==> src/rtl/strobe_enable_gen.sv <==
// strobe_enable_gen: programmable-rate one-cycle enable strobe plus serial
// pattern bit for a downstream enable-gated DFF. RUN strobes continuously,
// ONE issues a single strobe, stop aborts either back to IDLE.
module strobe_enable_gen #(
    parameter int CNT_W       = 8,
    parameter int PAT_W       = 8,
    parameter int DEFAULT_DIV = 4
) (
    input  logic             clk,
    input  logic             rst_n,
    input  logic             start,
    input  logic             oneshot,
    input  logic             stop,
    input  logic             div_load,
    input  logic [CNT_W-1:0] div_in,
    input  logic             pat_load,
    input  logic [PAT_W-1:0] pat_in,
    output logic             en,
    output logic             d_out,
    output logic             busy,
    output logic [7:0]       strobe_cnt
);

    typedef enum logic [1:0] {
        IDLE,
        RUN,
        ONE
    } state_t;

    state_t           state;
    state_t           state_nxt;
    logic [CNT_W-1:0] counter;
    logic [CNT_W-1:0] counter_nxt;
    logic [CNT_W-1:0] divisor;
    logic [CNT_W-1:0] div_eff;
    logic [PAT_W-1:0] pattern;
    logic             en_nxt;
    logic             launch;
    logic             hit;

    // A divisor of zero behaves like one: a strobe on every edge.
    assign div_eff = (divisor == '0) ? CNT_W'(1) : divisor;
    assign hit     = (counter == div_eff - CNT_W'(1));
    assign d_out   = pattern[PAT_W-1];

    // Next-state, next-counter and strobe decision.
    // NOTE: every signal written here gets a default first, so no path can
    // leave one unassigned and infer a latch.
    always_comb begin
        state_nxt   = state;
        counter_nxt = counter;
        en_nxt      = 1'b0;
        launch      = 1'b0;
        unique case (state)
            IDLE: begin
                counter_nxt = '0;
                if (start) begin
                    state_nxt = RUN;
                    launch    = 1'b1;
                end else if (oneshot) begin
                    state_nxt = ONE;
                    launch    = 1'b1;
                end
            end
            RUN, ONE: begin
                if (stop) begin
                    // stop beats a strobe due on this same edge
                    state_nxt   = IDLE;
                    counter_nxt = '0;
                end else if (hit) begin
                    counter_nxt = '0;
                    en_nxt      = 1'b1;
                    if (state == ONE) begin
                        state_nxt = IDLE;
                    end
                end else begin
                    counter_nxt = counter + CNT_W'(1);
                end
            end
            default: begin
                state_nxt   = IDLE;
                counter_nxt = '0;
            end
        endcase
    end

    // State, divide counter, strobe and busy registers.
    // NOTE: sequential state uses non-blocking assignments so every register
    // samples pre-edge values regardless of statement order.
    always_ff @(posedge clk or negedge rst_n) begin
        if (!rst_n) begin
            state   <= IDLE;
            counter <= '0;
            en      <= 1'b0;
            busy    <= 1'b0;
        end else begin
            state   <= state_nxt;
            counter <= counter_nxt;
            en      <= en_nxt;
            busy    <= (state_nxt != IDLE);
        end
    end

    // Divisor is only writable while idle; the loaded value governs the next run.
    always_ff @(posedge clk or negedge rst_n) begin
        if (!rst_n) begin
            divisor <= CNT_W'(DEFAULT_DIV);
        end else if (state == IDLE && div_load) begin
            divisor <= div_in;
        end
    end

    // Pattern loads while idle, otherwise rotates left once per completed strobe.
    always_ff @(posedge clk or negedge rst_n) begin
        if (!rst_n) begin
            pattern <= '0;
        end else if (state == IDLE && pat_load) begin
            pattern <= pat_in;
        end else if (en) begin
            pattern <= {pattern[PAT_W-2:0], pattern[PAT_W-1]};
        end
    end

    // Strobe counter clears on launch and counts each completed strobe.
    always_ff @(posedge clk or negedge rst_n) begin
        if (!rst_n) begin
            strobe_cnt <= '0;
        end else if (launch) begin
            strobe_cnt <= '0;
        end else if (en) begin
            strobe_cnt <= strobe_cnt + 8'd1;
        end
    end

endmodule

==> config.mk <==
export PLATFORM = sky130hd
export DESIGN_NAME = strobe_enable_gen
export DESIGN_NICKNAME = d
export VERILOG_FILES = /design/src/rtl/strobe_enable_gen.sv
export SDC_FILE = /design/constraint.sdc
export NUM_CORES = 1
export LEC_CHECK = 0
export CORE_MARGIN = 5
export CORE_UTILIZATION = 47
export DETAILED_ROUTE_END_ITERATION = 8
export PLACE_DENSITY = 0.75
export SETUP_SLACK_MARGIN = 0.4
export SLEW_MARGIN = 0
export SYNTH_ARGS = -nofsm -noshare
export SYNTH_HDL_FRONTEND = slang
export SYNTH_SLANG_ARGS = --single-unit
export TNS_END_PERCENT = 10
==> constraint.sdc <==
create_clock -name clk -period 2.75 [get_ports clk]
set_clock_uncertainty 0.15 [all_clocks]
set_input_delay 0.55 -clock clk [delete_from_list [all_inputs] [get_ports clk]]
set_output_delay 0.55 -clock clk [all_outputs]
set_load 0.1 [all_outputs]
# Word-level counts from Yosys, hierarchy flattened
# Index checks and enable logic that the tools add are counted.
dict set report word_totals {
  output_inout_bits 11
  elab_cells 41
  ff_bits 36
}
dict set report op_classes {
  n_addsub 3
  eq_ne 3
  n_mux 20
  n_reduce_logical 8
}
# op n
set op_table {}
lappend op_table {{8-bit 2-to-1 mux} 8}
lappend op_table {{8-bit by 1-bit adder with 8-bit output (second input constant)} 2}
lappend op_table {{2-bit 2-to-1 mux} 5}
lappend op_table {{8-bit == test} 1}
lappend op_table {{8-bit logical NOT} 1}
lappend op_table {{8-bit by 1-bit subtractor with 8-bit output (second input constant)} 1}
lappend op_table {{1-bit 2-to-1 mux} 6}
lappend op_table {{2-bit nonzero test} 3}
lappend op_table {{2-bit one-hot mux with 2 select lines} 1}
lappend op_table {{2-bit by 1-bit == test with 1-bit output (second input constant)} 1}
lappend op_table {{2-bit == test (second input constant)} 1}
lappend op_table {{1-bit logical AND} 2}
lappend op_table {{2-bit logical NOT} 1}
lappend op_table {{2-bit OR reduction} 1}

# Logic depth before layout (Yosys ltp)
dict set report logic_depth {
  ltp_word 8
  mapped_depth 11
  ltp_nobuf 10
}

# Worst setup path before layout
# OpenSTA, ideal clock, no wires.
dict set report synth_path {
  path_kind {reg-to-reg}
  startpoint {register divisor[3]}
  endpoint {register counter[2]}
  setup_time_ns 0.126
  n_path_buf 1
  path_stages_with_launch 12
  t_arrival_ns 2.341
  path_slack_ns 0.133
  cell_sequence {dfrtp_1 -> buf_2 -> nor4_1 -> and3_1 -> nor2_1 -> ha_1 -> xnor2_1 -> a221o_2 -> a211oi_1 -> nand3_1 -> o21ai_4 -> nor2_1}
}
dict set report synth_between {
  elab_chain_cells 7
}
# element line_no
set synth_lines {}
lappend synth_lines {{from (decl)} 34} ;# logic [CNT_W-1:0] divisor;
lappend synth_lines {{from (signal assigned)} 107} ;# divisor <= CNT_W'(DEFAULT_DIV);
lappend synth_lines {{from (signal assigned)} 109} ;# divisor <= div_in;
lappend synth_lines {{8-bit logical NOT} 42} ;# assign div_eff = (divisor == '0) ? CNT_W'(1) : divisor;
lappend synth_lines {{8-bit 2-to-1 mux (*)} 42}
lappend synth_lines {{8-bit by 1-bit subtractor with 8-bit output (*)} 43} ;# assign hit = (counter == div_eff - CNT_W'(1));
lappend synth_lines {{8-bit == test (*)} 43}
lappend synth_lines {{8-bit 2-to-1 mux (*)} 70} ;# end else if (hit) begin
lappend synth_lines {{8-bit 2-to-1 mux (*)} 66} ;# if (stop) begin
lappend synth_lines {{8-bit 2-to-1 mux (*)} 54} ;# unique case (state)
lappend synth_lines {{via counter_nxt[2]} 33} ;# logic [CNT_W-1:0] counter_nxt;
lappend synth_lines {{to (signal assigned)} 98} ;# counter <= counter_nxt;
lappend synth_lines {{to (decl)} 32} ;# logic [CNT_W-1:0] counter;
# Mark *: on every way through the listed nets, which the timed path passes. The rest lies on a longest branch.
# A chain may end at the register's enable or synchronous reset.

# Worst setup path after layout
dict set report layout_path {
  startpoint {register divisor[4]}
  endpoint {register counter[6]}
}
# The elaborated chain is that of the path after synthesis.

==> flow_results.org <==
** Yosys
- The number of different library cells used by synthesis comes to 40.
- Summing every instance area after synthesis gives 1910 µm².
- Dominant synthesized flop cell :: sky130_fd_sc_hd__dfrtp_1
- Post-synthesis sequential element count :: 36
- Syn_nets :: between 200 and 250
- Sequential element share of the synthesized area :: between 40 and 50%
- Synth Area per Inst :: just over 10 µm²
- Async set-or-reset flop fraction in the synthesized netlist :: 100%
- EDFF count, synth :: 0
- Number of synthesis warnings :: 0
- Post-synthesis instance total :: 186

** STA
- For the pin with the worst max-slew slack, the measured transition is ~0.45 ns.
- Setup total negative slack on the finished layout was measured at 0 ns.
- Setup repair after global routing could not meet its margin everywhere.
- Final hold violation count :: 0
- F_max :: between 300 and 400 MHz
- Of the available clock period, the critical path in the final layout requires a little over nine tenths.
- Hold timing on the final database bottoms out at a slack of ~0.40 ns.
- Remaining max-slew budget at the tightest pin :: approximately 70%
- Setup violations remaining at the end of the flow were counted as 0.
- Post-layout minimum cycle time :: ~2.6 ns
- Total count of max-transition violations in the final report :: 0

** Finish
- Area taken by flip-flops and latches :: 902 µm²
- Area of the multi-input gates :: a little under 1000 µm²
- Number of diodes added for antenna fixing :: 0
- Filler-free cell count of the finished design :: around 280
- At the end of the flow, the number of nets in the layout was roughly 260.
- Of the cells placed in the final design, the portion with a size suffix greater than 1 is about 18%.
- Area growth from synthesis to layout :: 26.2%
- Layout fillers :: around 340

** Global route
- Initial antenna violation count :: 0
- In the global route stage, overall resource usage came out at approximately 15%.
- Maximum number of pins on one net before global-route repair :: 37
- Global routing finished with a remaining overflow of 0.
- Via count of the first global-routing pass :: around 1400
- The first global-routing pass estimated 6220 µm of wire.

** Setup path
- The most numerous cell type found on the critical path is sky130_fd_sc_hd__nor2_1.
- FF-to-FF path depth :: 10
- The worst setup path is captured at a flop.
- In this run the critical register-to-register path is captured at counter[6].
- Start point of the critical path :: divisor[4]
- In this design, the stage delay of the slowest critical-path cell is ~0.40 ns.
- The largest individual stage delay along the critical path comes from the cell sky130_fd_sc_hd__dfrtp_1.
- Data arrival time of the critical path :: ~2.7 ns
- The worst register-to-register path has a setup slack of between 0.1 and 0.15 ns.
- Critical R2R Launch :: divisor[4]
- Walking the worst path, the cells encountered are nor4_2 -> and3_1 -> nor2_1 -> ha_1 -> xnor2_1 -> a221o_2 -> a211oi_2 -> nand3_2 -> o21ai_4 -> nor2_1.
- Critical path required time :: 2.76 ns
- STA classifies the critical path startpoint as a flop.
- The critical path in this run is classified as reg -> reg.
- CP Max Fanout :: 8

** Route
- For this block, the initial DRC count from the detailed router was 42.
- Iteration count of the initial detailed-routing pass :: 4
- The detail route stage leaves a number of antenna-violating nets equal to 0.
- For this block, the routed nets add up to ~3700 µm of wire.
- Vias after detailed routing :: roughly 1500
- The detailed router put a total of between 1500 and 2000 µm of wire on met1.
- In the final routed layout, each cell accounts on average for about 13 µm.
- Detailed routing placed a total of approximately 1800 µm of wire on met2.
- The highest layer touched by signal routing is met4.
- After detailed routing, the number of remaining DRC violations is 0.
- In the routed layout, each cell is associated on average with a via count of 5.35.
- Routed wl met3 :: ~260 µm

** Run status
- Result of the run :: complete, no violations

** CTS
- The clock tree synthesis step divided the H-tree into 2 levels.
- Total clock buffers created by CTS :: 5
- Worst-path clk slew :: about 0.07 ns
- TritonCTS built the clock tree.
- In this run the clock root is driven by a sky130_fd_sc_hd__clkbuf_8.
- Total of hold buffers inserted after clock tree synthesis :: 0
- CTS resizes :: 0
- Clock tree synthesis found a total of 36 sinks.
- Source-to-sink clock delay at the later pin of the worst-skew pair :: a little under 0.3 ns
- Max Root-Sink Buffers :: 2

** Power
- Total power for the finished layout comes to approximately 2.1 mW.
- For this design the total switching power over the nets is roughly 840 µW.
- Switching share of power :: about two fifths
- Cell-internal power :: 1.29 mW
- Share of power burned in registers :: 38.9%
- For this design the ratio of total power to cell area is about 900 nW/µm².
- P_leak :: slightly above 1 nW
- The worst-case IR drop observed on VDD is around 430 µV.
- The share of total power dissipated in the clock network is around 18%.
- Per report_power, the combinational group accounts for between 40% and 50% of the total.

** Placement
- Detailed placement ended at an HPWL of ~2700 µm.
- The number of placed instances, taps included, is around 270.
- During placement, the flow inserted port buffers numbering 33.
- Final Wtd Congestion :: between 0.7 and 0.8

** Floorplanning
- Die height :: around 74 µm
- Die extent in x :: between 70 and 80 µm
- The die covers 5430 µm².
- Initial Utilization :: about half
- For this design the top-level I/O count stands at 34.
- In this run the core area contains 23 standard-cell rows.
- Floorplan core area :: between 3000 and 4000 µm²

** Min path
- Endpoint of the worst hold-timing path :: strobe_cnt[7]
- Worst Hold Depth :: 2
- The startpoint identified for the worst hold timing path is strobe_cnt[7].
- The tightest min-delay check is of the reg -> reg type.

** Flow run
- The tool flagged a number of max-cap violations equal to 0.
[logic make-up (layout without fill, tap and decap cells)]
family	after synthesis	after routing	synth area share, %
AO/OA/AOI/OAI	35	35	12.5
XOR/XNOR	19	19	8.72
adder cells (fa/ha/maj)	6	6	3.93
buffers and inverters	13	55	2.62
flip-flops	36	36	47.3
multiplexers	18	18	9.97
AND/OR/NAND/NOR	59	59	15.0
[layout make-up]
cell class | instances | area share, %
Multi-Input combinational cell | 137 | 40.4
Sequential cell | 36 | 37.5
Timing Repair Buffer | 39 | 14.4
Clock buffer | 6 | 3.43
Tap cell | 50 | 2.60
Inverter | 8 | 1.25
Clock inverter | 2 | 0.416
[state kept, by name, indices dropped and copies added (netlist names)]
signal	flops
counter	8
divisor	8
pattern	8
strobe_cnt	8
state	2
busy	1
en	1
[power by group through the flow]
stage	clock network (mW)	logic (mW)	registers [mW]
2_1_floorplan	0	0.595	0.922
3_3_place_gp	0	0.909	0.834
4_1_cts	0.400	0.923	0.832
6_report	0.386	0.918	0.830
3_5_place_dp	0	0.918	0.837
5_1_grt	0.431	1.02	0.852
[repair_timing]
action / CTS / global route
cloned: 0 / 0
endpoints found under the setup margin: 12 / 12
setup buffers: 1 / 0
pin swaps: 3 / 3
[critical path, delay by kind of cell, from the launching register on]
family | cells | cell delay [ns]
AO/OA/AOI/OAI | 3 | 0.71
XOR/XNOR | 1 | 0.13
AND/OR/NAND/NOR | 5 | 0.81
flip-flops | 1 | 0.40
adder cells (fa/ha/maj) | 1 | 0.30
[metal layers]
layer  track usage, %  vias to the layer above
li1                 -                      736
met1             19.8                      710
met3             4.79                        8
met4             6.04                        0
met5                0                        -
met2             22.5                       34
[cell usage in the layout (no fill, tap or decap), types with 2 or more instances in the layout]
cell / n
sky130_fd_sc_hd__a21oi_1: 3
sky130_fd_sc_hd__a221o_2: 2
sky130_fd_sc_hd__and2_1: 2
sky130_fd_sc_hd__and3_1: 3
sky130_fd_sc_hd__buf_4: 17
sky130_fd_sc_hd__clkbuf_8: 6
sky130_fd_sc_hd__clkdlybuf4s50_1: 22
sky130_fd_sc_hd__clkinv_2: 2
sky130_fd_sc_hd__dfrtp_1: 35
sky130_fd_sc_hd__ha_1: 6
sky130_fd_sc_hd__inv_1: 8
sky130_fd_sc_hd__mux2_2: 8
sky130_fd_sc_hd__mux2i_1: 10
sky130_fd_sc_hd__nand2_1: 12
sky130_fd_sc_hd__nand3_1: 8
sky130_fd_sc_hd__nand4_1: 3
sky130_fd_sc_hd__nor2_1: 19
sky130_fd_sc_hd__nor2b_1: 2
sky130_fd_sc_hd__nor3_1: 2
sky130_fd_sc_hd__o211ai_1: 2
sky130_fd_sc_hd__o21ai_0: 15
sky130_fd_sc_hd__or3_1: 2
sky130_fd_sc_hd__xnor2_1: 8
sky130_fd_sc_hd__xor2_1: 11
[stage by stage]
| step | area, µm² | setup slack (ns) | utilization (%) |
|---|---|---|---|
| finish | 2410 | 0.111 | 60.6 |
| global route | 2410 | -0.0164 | 60.6 |
| CTS | 2410 | 0.111 | 60.6 |
| detailed placement | 2310 | 0.116 | 58.1 |
| global placement | 2310 | 0.144 | 58.1 |
| floorplan | 1920 | 0.236 | - |
[synthesized netlist by cell type (2+ instances only)]
library cell               count  area (µm²)
sky130_fd_sc_hd__a211oi_1      2        15.0
sky130_fd_sc_hd__a21oi_1       3        15.0
sky130_fd_sc_hd__a221o_2       2        22.5
sky130_fd_sc_hd__and2_1        2        12.5
sky130_fd_sc_hd__and3_1        3        18.8
sky130_fd_sc_hd__clkbuf_1      3        11.3
sky130_fd_sc_hd__dfrtp_1      35         876
sky130_fd_sc_hd__ha_1          6        75.1
sky130_fd_sc_hd__inv_1         8        30.0
sky130_fd_sc_hd__mux2_2        8        90.1
sky130_fd_sc_hd__mux2i_1      10         100
sky130_fd_sc_hd__nand2_1      12        45.0
sky130_fd_sc_hd__nand3_1       9        45.0
sky130_fd_sc_hd__nand4_1       3        18.8
sky130_fd_sc_hd__nor2_1       19        71.3
sky130_fd_sc_hd__nor2b_1       2        12.5
sky130_fd_sc_hd__nor3_1        2        10.0
sky130_fd_sc_hd__nor4_1        2        12.5
sky130_fd_sc_hd__o211ai_1      2        15.0
sky130_fd_sc_hd__o21ai_0      15        75.1
sky130_fd_sc_hd__or3_1         2        12.5
sky130_fd_sc_hd__xnor2_1       8        70.1
sky130_fd_sc_hd__xor2_1       11        96.3
[worst max-delay path by stage]
stage                  to  cells past startpoint  slack (ns)
6_report       counter[6]                     10        0.11
2_1_floorplan  counter[2]                     10        0.24
4_1_cts        counter[3]                     10        0.11
3_3_place_gp   counter[3]                     10        0.14
5_1_grt        counter[3]                     10       -0.02
3_5_place_dp   counter[6]                     10        0.12
Note: power is estimated with default switching activity, not from simulation.
